`config.mk`:
```
export PLATFORM = sky130hd
export DESIGN_NAME = image_rx_loader
export DESIGN_NICKNAME = d
export VERILOG_FILES = /design/src/rtl/image_pkg.sv /design/src/rtl/idle_timer.sv /design/src/rtl/image_rx_loader.sv
export SDC_FILE = /design/constraint.sdc
export NUM_CORES = 1
export LEC_CHECK = 0
export ABC_AREA = 1
export CAP_MARGIN = 5
export CORE_MARGIN = 2
export CORE_UTILIZATION = 59
export CTS_CLUSTER_DIAMETER = 200
export CTS_CLUSTER_SIZE = 20
export DETAILED_ROUTE_END_ITERATION = 8
export GPL_TIMING_DRIVEN = 0
export HOLD_SLACK_MARGIN = 0.06
export PLACE_DENSITY = 0.94
export REMOVE_ABC_BUFFERS = 1
export SETUP_SLACK_MARGIN = 0.2
export SKIP_LAST_GASP = 1
export SLEW_MARGIN = 20
export SYNTH_ARGS = -nofsm -noshare
export SYNTH_HDL_FRONTEND = slang
export SYNTH_HIERARCHICAL = 1
export SYNTH_SLANG_ARGS = --single-unit
export TNS_END_PERCENT = 30
```
`constraint.sdc`:
```
create_clock -name MAIN_CLOCK -period 4.35 [get_ports MAIN_CLOCK]
set_input_delay 0.6525 -clock MAIN_CLOCK [delete_from_list [all_inputs] [get_ports MAIN_CLOCK]]
set_output_delay 0.6525 -clock MAIN_CLOCK [all_outputs]
set_load 0.02 [all_outputs]
```
`src/rtl/image_pkg.sv`:
```
// ============================================================================
//  Package   : image_pkg
//  Purpose   : Shared image sizing defaults, loader states, pixel type and
//              RAM-router command encodings.
//  Revision  : 1.0 - initial release
// ============================================================================
`default_nettype none

package image_pkg;

  localparam int IMAGE_PIXELS_DEFAULT   = 65536;
  localparam int ADDR_WIDTH_DEFAULT     = 16;
  localparam int TIMEOUT_CYCLES_DEFAULT = 1000000;

  typedef logic [7:0] pixel_t;

  typedef enum logic [1:0] {
    LOAD  = 2'd0,
    WRITE = 2'd1,
    FULL  = 2'd2
  } loader_state_t;

  // Router command encodings: who drives the image RAM port this cycle.
  typedef enum logic [1:0] {
    ROUTER_CMD_IDLE       = 2'd0,
    ROUTER_CMD_UART_WRITE = 2'd1,
    ROUTER_CMD_CPU_READ   = 2'd2,
    ROUTER_CMD_CPU_WRITE  = 2'd3
  } router_cmd_t;

endpackage

`default_nettype wire

```
`src/rtl/idle_timer.sv`:
```
// ============================================================================
//  Module    : idle_timer
//  Purpose   : Saturating idle counter with clear/enable; o_expired is high
//              in the enabled cycle where the count sits at LIMIT-1.
//  Revision  : 1.0 - initial release
// ============================================================================
`default_nettype none

module idle_timer #(
  parameter int LIMIT = 1000000
) (
  input  logic clk,
  input  logic rst,
  input  logic i_clr,
  input  logic i_en,
  output logic o_expired
);

  localparam int CW = (LIMIT > 0) ? $clog2(LIMIT + 1) : 1;

  generate
    if (LIMIT > 0) begin : g_timer
      localparam logic [CW-1:0] C_CNT_MAX = {CW{1'b1}};
      localparam logic [CW-1:0] C_CNT_END = CW'(LIMIT - 1);

      logic [CW-1:0] r_count;

      always_ff @(posedge clk) begin
        if (rst || i_clr) begin
          r_count <= '0;
        end else if (i_en && (r_count != C_CNT_MAX)) begin
          r_count <= r_count + CW'(1);
        end
      end

      assign o_expired = i_en && (r_count == C_CNT_END);
    end else begin : g_no_timer
      logic w_unused;
      assign w_unused  = ^{clk, rst, i_clr, i_en};
      assign o_expired = 1'b0;
    end
  endgenerate

endmodule

`default_nettype wire

```
`src/rtl/image_rx_loader.sv`:
```
// ============================================================================
//  Module    : image_rx_loader
//  Purpose   : Writes UART RX bytes to sequential image RAM addresses and
//              hands the RAM to the CPU once a full image is stored.
//  Revision  : 1.0 - initial release
// ============================================================================
`default_nettype none

module image_rx_loader
  import image_pkg::*;
#(
  parameter int IMAGE_PIXELS   = IMAGE_PIXELS_DEFAULT,
  parameter int ADDR_WIDTH     = ADDR_WIDTH_DEFAULT,
  parameter int TIMEOUT_CYCLES = TIMEOUT_CYCLES_DEFAULT
) (
  input  logic                  MAIN_CLOCK,
  input  logic                  RESET,
  input  logic [7:0]            RX_DATA,
  input  logic                  RX_DONE,
  input  logic                  CLEAR,
  output logic                  UART_WRITE_EN,
  output logic [ADDR_WIDTH-1:0] UART_ADDRESS,
  output logic [7:0]            DATA_FROM_UART,
  output logic                  START_PROCESSING_FLAG,
  output logic                  RX_OVERRUN,
  output logic                  FRAME_ERROR
);

  // Explicit last address so a full 2^ADDR_WIDTH image returns to 0 by design.
  localparam logic [ADDR_WIDTH-1:0] C_LAST_ADDR = ADDR_WIDTH'(IMAGE_PIXELS - 1);

  loader_state_t         r_state, w_state_next;
  logic [ADDR_WIDTH-1:0] r_addr,  w_addr_next;
  pixel_t                r_data,  w_data_next;
  logic                  r_we,    w_we_next;
  logic                  r_flag,  w_flag_next;
  logic                  r_ovr,   w_ovr_next;
  logic                  r_ferr,  w_ferr_next;
  logic                  w_tmr_en;
  logic                  w_expired;

  assign w_tmr_en = (r_state == LOAD) && (r_addr != '0) && !RX_DONE && !CLEAR;

  idle_timer #(
    .LIMIT (TIMEOUT_CYCLES)
  ) u_idle_timer (
    .clk       (MAIN_CLOCK),
    .rst       (RESET),
    .i_clr     (!w_tmr_en || w_expired),
    .i_en      (w_tmr_en),
    .o_expired (w_expired)
  );

  always_ff @(posedge MAIN_CLOCK) begin
    if (RESET) begin
      r_state <= LOAD;
      r_addr  <= '0;
      r_data  <= '0;
      r_we    <= 1'b0;
      r_flag  <= 1'b0;
      r_ovr   <= 1'b0;
      r_ferr  <= 1'b0;
    end else begin
      r_state <= w_state_next;
      r_addr  <= w_addr_next;
      r_data  <= w_data_next;
      r_we    <= w_we_next;
      r_flag  <= w_flag_next;
      r_ovr   <= w_ovr_next;
      r_ferr  <= w_ferr_next;
    end
  end

  always_comb begin
    w_state_next = r_state;
    w_addr_next  = r_addr;
    w_data_next  = r_data;
    w_we_next    = 1'b0;
    w_flag_next  = r_flag;
    w_ovr_next   = r_ovr;
    w_ferr_next  = 1'b0;

    if (CLEAR) begin
      w_state_next = LOAD;
      w_addr_next  = '0;
      w_flag_next  = 1'b0;
      w_ovr_next   = 1'b0;
    end else begin
      case (r_state)
        LOAD: begin
          if (RX_DONE) begin
            w_data_next  = RX_DATA;
            w_we_next    = 1'b1;
            w_state_next = WRITE;
          end else if (w_expired) begin
            w_addr_next = '0;
            w_ferr_next = 1'b1;
          end
        end
        WRITE: begin
          if (RX_DONE) begin
            w_ovr_next = 1'b1;
          end
          if (r_addr == C_LAST_ADDR) begin
            w_addr_next  = '0;
            w_flag_next  = 1'b1;
            w_state_next = FULL;
          end else begin
            w_addr_next  = r_addr + ADDR_WIDTH'(1);
            w_state_next = LOAD;
          end
        end
        FULL: begin
          if (RX_DONE) begin
            w_ovr_next = 1'b1;
          end
        end
        default: w_state_next = LOAD;
      endcase
    end
  end

  assign UART_WRITE_EN         = r_we;
  assign UART_ADDRESS          = r_addr;
  assign DATA_FROM_UART        = r_data;
  assign START_PROCESSING_FLAG = r_flag;
  assign RX_OVERRUN            = r_ovr;
  assign FRAME_ERROR           = r_ferr;

endmodule

`default_nettype wire

```
== Word level (Yosys, flattened, before mapping) ==
Cells that the tools add are included.

* Bits in registers: 50
* Input port bits: 12
* Output and inout port bits: 28
* Logic and storage cells: 52

* Add/subtract/negate cells: 2
* Equality and inequality tests: 8
* Mux-type cells: 9
* Bitwise logic cells: 3
* Reduce and logical (&&, ||, !) cells: 22

{| class="wikitable"
|+ Operators by type and width
! cell !! count
|-
| $mux W16 || 3
|-
| $pmux W16 S2 || 1
|-
| $add A20 B1 Y20 const B || 1
|-
| $eq A20 B20 Y1 const B || 1
|-
| $ne A20 B20 Y1 const B || 1
|-
| $add A16 B1 Y16 const B || 1
|-
| $eq A16 B16 Y1 const B || 1
|-
| $reduce_bool A16 Y1 || 1
|-
| $ne A2 B2 Y1 const B || 3
|-
| $pmux W2 S3 || 1
|-
| $reduce_and A2 Y1 || 3
|-
| $reduce_and A3 Y1 || 2
|-
| $logic_and A1 B1 Y1 || 5
|-
| $mux W2 || 2
|-
| $reduce_or A2 Y1 || 2
|-
| $reduce_or A4 Y1 || 1
|-
| $logic_not A1 Y1 || 3
|-
| $not A1 Y1 || 3
|-
| $reduce_or A3 Y1 || 1
|-
| $eq A2 B1 Y1 const B || 1
|-
| $eq A2 B2 Y1 const B || 1
|-
| $logic_not A2 Y1 || 1
|-
| $logic_or A1 B1 Y1 || 2
|-
| $mux W1 || 2
|-
| $reduce_bool A2 Y1 || 1
|}

== Logic depth before layout (Yosys ltp) ==
Gate-level depths: netlist (run 1).

* Word-level depth: 8
* Mapped depth: 18
* Gate-level depth less buffers: 17

== Hierarchy ==
The synthesis (run 1) kept the hierarchy.

{| class="wikitable"
|+ By module, submodules not included
! module !! times used !! cells each !! area each (um2) !! sequential area each (um2)
|-
| image_rx_loader || 1 || 236 || 1700.4 || 600.6
|-
| idle_timer || 1 || 194 || 1217.4 || 400.4
|}

== Worst setup path before layout (run 1) ==
Ideal clock, no wire load.

* Path type: reg2reg
* Start point: reg r_addr[0], in the netlist UART_ADDRESS[0]
* End point: reg r_addr[8], in the netlist UART_ADDRESS[8]
* Setup time: 0.121 ns
* Data arrival time: 2.876 ns
* Data required time: 4.229 ns
* Path slack: 1.353 ns
* Cell stages (with the launch flop): 18
* Path buffers: 1
* Clock period less this slack: 2.997 ns
* Path through: dfxtp_1 > inv_1 > ha_1 > nand4_1 > nor4_1 > a21boi_0 > clkbuf_1 > inv_1 > nor3_1 > nand3_1 > nor2_1 > nand3_2 > nand2_4 > nand2_1 > nor2_1 > nand2_1 > nor2_1 > nor3_2

* Word-level cells in the longest chain between the ends: 7
* Elaborated cells on any way between the ends: 11
* Classes of those cells: add/sub: 1; eq/ne: 2; mux: 2; reduce/logical: 6

{| class="wikitable"
|+ RTL lines
! item !! line !! source
|-
| start, declared || image_rx_loader.sv:33 || <nowiki>logic [ADDR_WIDTH-1:0] r_addr, w_addr_next;</nowiki>
|-
| start signal, assigned || image_rx_loader.sv:65 || <nowiki>r_addr <= w_addr_next;</nowiki>
|-
| $reduce_bool A16 Y1 || image_rx_loader.sv:42 || <nowiki>assign w_tmr_en = (r_state == LOAD) && (r_addr != '0) && !RX_DONE && !CLEAR;</nowiki>
|-
| $logic_and A1 B1 Y1 (3 in a row) || image_rx_loader.sv:42 ||
|-
| via w_tmr_en || image_rx_loader.sv:39 || <nowiki>logic w_tmr_en;</nowiki>
|-
| $logic_and A1 B1 Y1 || idle_timer.sv:36 || <nowiki>assign o_expired = i_en && (r_count == C_CNT_END);</nowiki>
|-
| via w_expired || image_rx_loader.sv:40 || <nowiki>logic w_expired;</nowiki>
|-
| $ne A2 B2 Y1 (no source line) || n/a ||
|-
| $reduce_and A3 Y1 (no source line) || n/a ||
|}

The timed path passes the listed nets, and every way through them passes these cells.
A chain may end at the register's enable or synchronous reset.

== Worst setup path in the final report (run 1) ==
* Start point: in RX_DONE
* End point: reg r_addr[9], in the netlist UART_ADDRESS[9]

* Word-level cells in the longest chain between the ends: 6
* Elaborated cells on any way between the ends: 7
* Classes of those cells: eq/ne: 2; reduce/logical: 5

{| class="wikitable"
|+ RTL lines
! item !! line !! source
|-
| start, declared || image_rx_loader.sv:19 || <nowiki>input logic RX_DONE,</nowiki>
|-
| $logic_not A1 Y1 || image_rx_loader.sv:42 ||
|-
| $logic_and A1 B1 Y1 (2 in a row) || image_rx_loader.sv:42 ||
|-
| via w_tmr_en || image_rx_loader.sv:39 ||
|-
| $logic_and A1 B1 Y1 || idle_timer.sv:36 ||
|-
| via w_expired || image_rx_loader.sv:40 ||
|-
| $ne A2 B2 Y1 (no source line) || n/a ||
|-
| $reduce_and A3 Y1 (no source line) || n/a ||
|}

The timed path passes the listed nets, and every way through them passes these cells.

==> flow_summary_export.csv, run 1 <==
group,metric,value,unit
global_routing,grt_remaining_overflow,0,
clock_network,cts_max_path_buffers,2,
placed_design,dp.cells,529,
timing,relSlewSlack,34.98,%
setup_path,cp_max_fo,16,
floorplan,core.rowCount,25,
drt,drt_iter0_markers,176,
timing,layout_min_cycle_time,3369,ps
drt,wire_per_inst,12.45,µm
setup_path,cp_data_arrival_time,3610,ps
clock_network,cts_tree,"done",
global_routing,grt_max_degree,22,
setup_path,crit_path_end_kind,"flip-flop",
drt,final_antenna_net_count,0,
logic_synthesis,syn-instance-count,430,
timing,worst_pin_slew,971.7,ps
floorplan,die_h,74.33,µm
clock_network,clk_latency,300,ps
clock_network,cts_root_buffer,"clkbuf_8",
drt,viasPerCell,5.408,
clock_network,numCtsBuffers,5,
placed_design,io_buffers,39,
placed_design,place_congestion,0.9076,
pwr,fin_total_pwr,0.8488,mW
clock_network,post_cts_buffers,0,
timing,report.final.slew_viol_count,0,
placed_design,hpwl,4829,µm
layout,final_cell_count_no_fill,537,
floorplan,fp.dieArea,5524,µm²
setup_path,crit_type,"primary input to flip-flop",
global_routing,grt_usage,25.01,%
drt,num_vias,2904,
layout,diodes,0,
global_routing,grt_pass1_vias,2538,
logic_synthesis,synth_top_area_share,34.31,%
logic_synthesis,ys_top_cells_by_area,"dfxtp_1, nand2_1, nor2_1",
clock_network,clock-sinks,50,
drt,detail_route.drc_violations,0,
layout,design_area,3452,µm²
floorplan,die_w,74.33,µm
pwr,ir_drop,0.0002661,V
clock_network,cts.repair.resized,0,
layout,drive_gt1_share,10.21,%
timing,fmax,0.2968,GHz
layout,syn_to_final_growth,18.31,%
logic_synthesis,synth_cell_types,33,
timing,layout_worst_path_cycle_share,77.45,%
placed_design,dpl-instance-area,3338,µm²
timing,rsz0062_at_grt,"no",
floorplan,io_pins,40,
clock_network,postCtsHoldBufs,0,
logic_synthesis,synth_area_per_cell,6.786,µm²
timing,hold_viol_final,0,
global_routing,antenna_found_initial,0,
flow_run,drv_cap,0,
layout,final_nets,488,
clock_network,clk_pin_slew_worst_paths,100,ps
logic_synthesis,yosysTopAreaCell,"dfxtp_1",
setup_path,cp.required,4590,ps
hold_path,hold_path_class,"flip-flop to flip-flop",
layout,layout_commonest_cell,"nand2_1",
pwr,p_per_area,245.9,nW/µm²
timing,tns,0,ps
logic_synthesis,ys_ff_latch,50,
status,status,"finished, final reports clean",
floorplan,start_util,61.37,%
pwr,p_leak,1.269,nW
timing,finalSetupViolations,0,
logic_synthesis,synth_seq_area_share,34.31,%
logic_synthesis,ys_warn_count,6,
clock_network,htree_levels,2,
logic_synthesis,synth_area,2918,µm²
setup_path,cp-start-kind,"primary input",
global_routing,grt_pass1_wl,10870,µm
timing,finClkSkew,6.872,ps
drt,first_pass_iters,5,
floorplan,coreArea,4755,µm²
drt,routed_wl,6688,µm
layout,final_cell_mix,"nand2_1, nor2_1, dfxtp_1",
[final timing paths]
kind,from,end,slack [ps],depth (start not counted)
setup / recovery,RX_DONE,UART_ADDRESS[9],980,17
hold / removal,DATA_FROM_UART[6],DATA_FROM_UART[6],460,2
setup reg to reg,UART_ADDRESS[0],u_idle_timer/g_timer.r_count[5],1070,14
hold reg to reg,DATA_FROM_UART[6],DATA_FROM_UART[6],460,2
[synthesized netlist by cell type (all sizes together)]
cell	n
o21ai	8
nand3	32
a21boi	1
a31oi	1
dfxtp	50
nand2	121
inv	49
a21oi	34
clkbuf	3
ha	7
nor4	5
nand3b	1
xor2	8
nor2	82
nor3	14
buf	5
nand4	9
[layout make-up]
type | count | area, µm²
Fill cell | 354 | 1303
Clock buffer | 5 | 68.82
Tap cell | 67 | 83.83
Timing Repair Buffer | 40 | 397.9
Sequential cell | 50 | 1001
Multi-Input combinational cell | 323 | 1669
Inverter | 49 | 186.4
Clock inverter | 3 | 45.04
[state kept, by name, summed over array words and instances (netlist names)]
| name | count |
|---|---|
| RX_OVERRUN | 1 |
| FRAME_ERROR | 1 |
| r_state | 2 |
| UART_WRITE_EN | 1 |
| UART_ADDRESS | 16 |
| START_PROCESSING_FLAG | 1 |
| DATA_FROM_UART | 8 |
| u_idle_timer/g_timer.r_count | 20 |
[stage by stage]
step	hold WS (ps)	util (%)	worst slack (ps)
2_1_floorplan	468.0	-	1051
3_3_place_gp	447.7	70.05	-134.7
3_5_place_dp	451.5	70.21	793.9
4_1_cts	466.7	72.61	1079
5_1_grt	487.6	72.61	741.9
6_report	463.7	72.61	980.8
[routing by layer]
layer	GRT usage, %	routed length (µm)	vias up
met5	0	0	-
met4	7.738	93	0
met3	4.336	478	10
met2	43.45	3273	117
met1	31.79	2842	1331
li1	-	-	1446
[power breakdown]
group	switching, mW	leakage, nW	internal (mW)
registers	0.00219	0.404	0.462
clock network	0.163	0.0504	0.171
logic	0.0283	0.815	0.0220
total	0.194	1.27	0.655
[kinds of logic after synthesis]
| group | count (synthesis) | share of synthesized area [%] |
|---|---|---|
| xor gates and xnor gates | 8 | 2.401 |
| and+or+nand+nor | 264 | 44.00 |
| DFF | 50 | 34.31 |
| AOI/OAI and AO/OA | 44 | 7.805 |
| adders and majority gates | 7 | 3.002 |
| buffers and inverters | 57 | 8.491 |
[worst max-delay path: stages]
cell,delay (ps)
clkdlybuf4s50_1,430
inv_1,110
nand2_1,60
nor2_1,150
a21boi_1,560
inv_1,180
nor3_1,170
nand3_1,110
nor2_1,220
nand3_2,160
nand2_4,220
inv_4,120
nor2_8,120
nand2_4,80
nor2_1,120
nor2_1,50
nor2_1,80
Note: power is estimated with default switching activity, not from simulation.
==> run 2, diff against run 1 <==
--- a/config.mk
+++ b/config.mk
@@ -8,13 +8,13 @@
 export ABC_AREA = 1
 export CAP_MARGIN = 5
 export CORE_MARGIN = 2
-export CORE_UTILIZATION = 59
+export CORE_UTILIZATION = 55
 export CTS_CLUSTER_DIAMETER = 200
 export CTS_CLUSTER_SIZE = 20
 export DETAILED_ROUTE_END_ITERATION = 8
 export GPL_TIMING_DRIVEN = 0
 export HOLD_SLACK_MARGIN = 0.06
-export PLACE_DENSITY = 0.94
+export PLACE_DENSITY = 0.89
 export REMOVE_ABC_BUFFERS = 1
 export SETUP_SLACK_MARGIN = 0.2
 export SKIP_LAST_GASP = 1
==> constraint.sdc (replaced) <==
create_clock -name MAIN_CLOCK -period 3.5 [get_ports MAIN_CLOCK]
set_input_delay 0.525 -clock MAIN_CLOCK [delete_from_list [all_inputs] [get_ports MAIN_CLOCK]]
set_output_delay 0.525 -clock MAIN_CLOCK [all_outputs]
set_load 0.02 [all_outputs]
==> run 2 against run 1 <==
Core utilization shrank 4.8 points. Via count fell by 1.4%. Die area is 6.9% higher. Combinational power up 27%. Non-clock buffer count is 1 higher.
==> flow_summary_export.csv, run 2 (same netlist as run 1, synthesis figures left out) <==
group,metric,value,unit
timing,layout_worst_path_cycle_share,84.89,%
clock_network,htree_levels,2,
drt,final_antenna_net_count,0,
drt,wire_per_inst,12.64,µm
pwr,ir_drop,0.0002223,V
drt,first_pass_iters,6,
clock_network,postCtsHoldBufs,0,
layout,regMostFlops,"u_idle_timer/g_timer.r_count",
setup_path,crit_type,"primary input to flip-flop",
floorplan,io_pins,40,
timing,report.final.slew_viol_count,0,
drt,num_vias,2862,
layout,syn_to_final_growth,18.65,%
timing,hold_viol_final,0,
floorplan,core.rowCount,26,
pwr,fin_total_pwr,1.015,mW
setup_path,cp_max_fo,16,
placed_design,dp.cells,531,
global_routing,grt_pass1_wl,11650,µm
floorplan,start_util,57.13,%
layout,drive_gt1_share,10.83,%
layout,final_nets,489,
layout,largest_reg_flops,20,
timing,finalSetupViolations,0,
placed_design,hpwl,4951,µm
setup_path,critPathBufInv,4,
clock_network,clock-sinks,50,
placed_design,place_congestion,0.8816,
floorplan,die_h,76.84,µm
drt,viasPerCell,5.290,
drt,routed_wl,6838,µm
layout,final_cell_mix,"nand2_1, nor2_1, dfxtp_1",
global_routing,grt_pass1_vias,2704,
clock_network,cts_root_buffer,"clkbuf_8",
floorplan,die_w,76.84,µm
clock_network,cts_tree,"done",
timing,worst_pin_slew,834.3,ps
global_routing,antenna_found_initial,0,
layout,final_cell_count_no_fill,541,
global_routing,grt_usage,23.72,%
global_routing,grt_max_degree,22,
pwr,p_per_area,293.1,nW/µm²
global_routing,grt_remaining_overflow,0,
timing,rsz0062_at_grt,"no",
placed_design,io_buffers,39,
timing,fmax,0.3366,GHz
drt,detail_route.drc_violations,0,
setup_path,worstPathCellList,"clkdlybuf4s50_1 > inv_1 > nand2_1 > nor2_1 > a21boi_4 > inv_1 > nor3_1 > nand3_1 > nor2_1 > nand3_2 > nand2_4 > inv_4 > nor2_8 > nand2_4 > nor2_1 > nor2_1 > nor2_1",
setup_path,cp_top_family,"simple AND/OR/NAND/NOR gates",
clock_network,clk_pin_slew_worst_paths,100,ps
setup_path,cp.required,3750,ps
clock_network,cts_max_path_buffers,2,
timing,relSlewSlack,43.86,%
pwr,p_leak,1.273,nW
setup_path,crit_path_end_kind,"flip-flop",
setup_path,path_common_cell,"nor2_1",
drt,drt_iter0_markers,103,
layout,diodes,0,
setup_path,cp_slowest_stage_delay,440,ps
clock_network,numCtsBuffers,5,
status,status,"finished, final reports clean",
flow_run,drv_cap,0,
timing,finClkSkew,8.004,ps
floorplan,fp.dieArea,5904,µm²
timing,layout_min_cycle_time,2971,ps
setup_path,crit_slowest_cell,"clkdlybuf4s50_1",
setup_path,cp_data_arrival_time,3220,ps
timing,tns,0,ps
floorplan,coreArea,5107,µm²
layout,layout_commonest_cell,"nand2_1",
hold_path,hold_path_class,"flip-flop to flip-flop",
clock_network,clk_latency,310,ps
setup_path,cp-start-kind,"primary input",
run 2: layout make-up:
class	count	area (µm²)
Clock inverter	2	16.27
Multi-Input combinational cell	323	1683
Tap cell	70	87.58
Inverter	49	186.4
Sequential cell	50	1001
Fill cell	419	1645
Timing Repair Buffer	41	405.4
Clock buffer	6	82.58
run 2: worst min-delay path: cells and delay by family, from the launching register on:
family	cells	cell delay, ps
AND/OR/NAND/NOR	1	60
AO/OA/AOI/OAI	1	50
flip-flops	1	320
run 2: path summary, 6_finish.rpt:
path	startpoint	end	slack [ps]	depth (start not counted)
setup / recovery	RX_DONE	UART_ADDRESS[9]	530	17
hold / removal	DATA_FROM_UART[5]	DATA_FROM_UART[5]	470	2
setup reg to reg	UART_ADDRESS[0]	u_idle_timer/g_timer.r_count[2]	540	14
hold reg to reg	DATA_FROM_UART[5]	DATA_FROM_UART[5]	470	2
run 2: through the flow:
| stage | setup slack [ps] | util, % | instance area [µm²] | hold WS [ps] |
|---|---|---|---|---|
| after floorplan | 201.0 | - | 2856 | 468.0 |
| after global placement | -960.0 | 65.29 | 3334 | 448.7 |
| after detailed placement | -96.97 | 65.36 | 3338 | 452.9 |
| after CTS | 213.4 | 67.30 | 3437 | 467.0 |
| after global routing | 270.9 | 67.79 | 3462 | 496.2 |
| final | 528.9 | 67.79 | 3462 | 470.0 |
run 2: layer usage:
| layer | routed length, µm | share of wire, % | global-route usage, % |
|---|---|---|---|
| met1 | 2932 | 43 | 29.21 |
| met4 | 107 | 1.6 | 9.636 |
| met2 | 3496 | 51 | 41.84 |
| met3 | 301 | 4.4 | 2.824 |
| met5 | 0 | 0 | 0 |
run 2: what timing repair did:
action | in CTS | in global routing
gates resized for setup | 0 | 2
setup endpoints to repair | 0 | 36
setup buffers | 0 | 2
run 2: power breakdown:
group | switching (mW) | internal (mW)
Sequential | 0.00298 | 0.574
Clock | 0.210 | 0.163
Combinational | 0.0363 | 0.0277
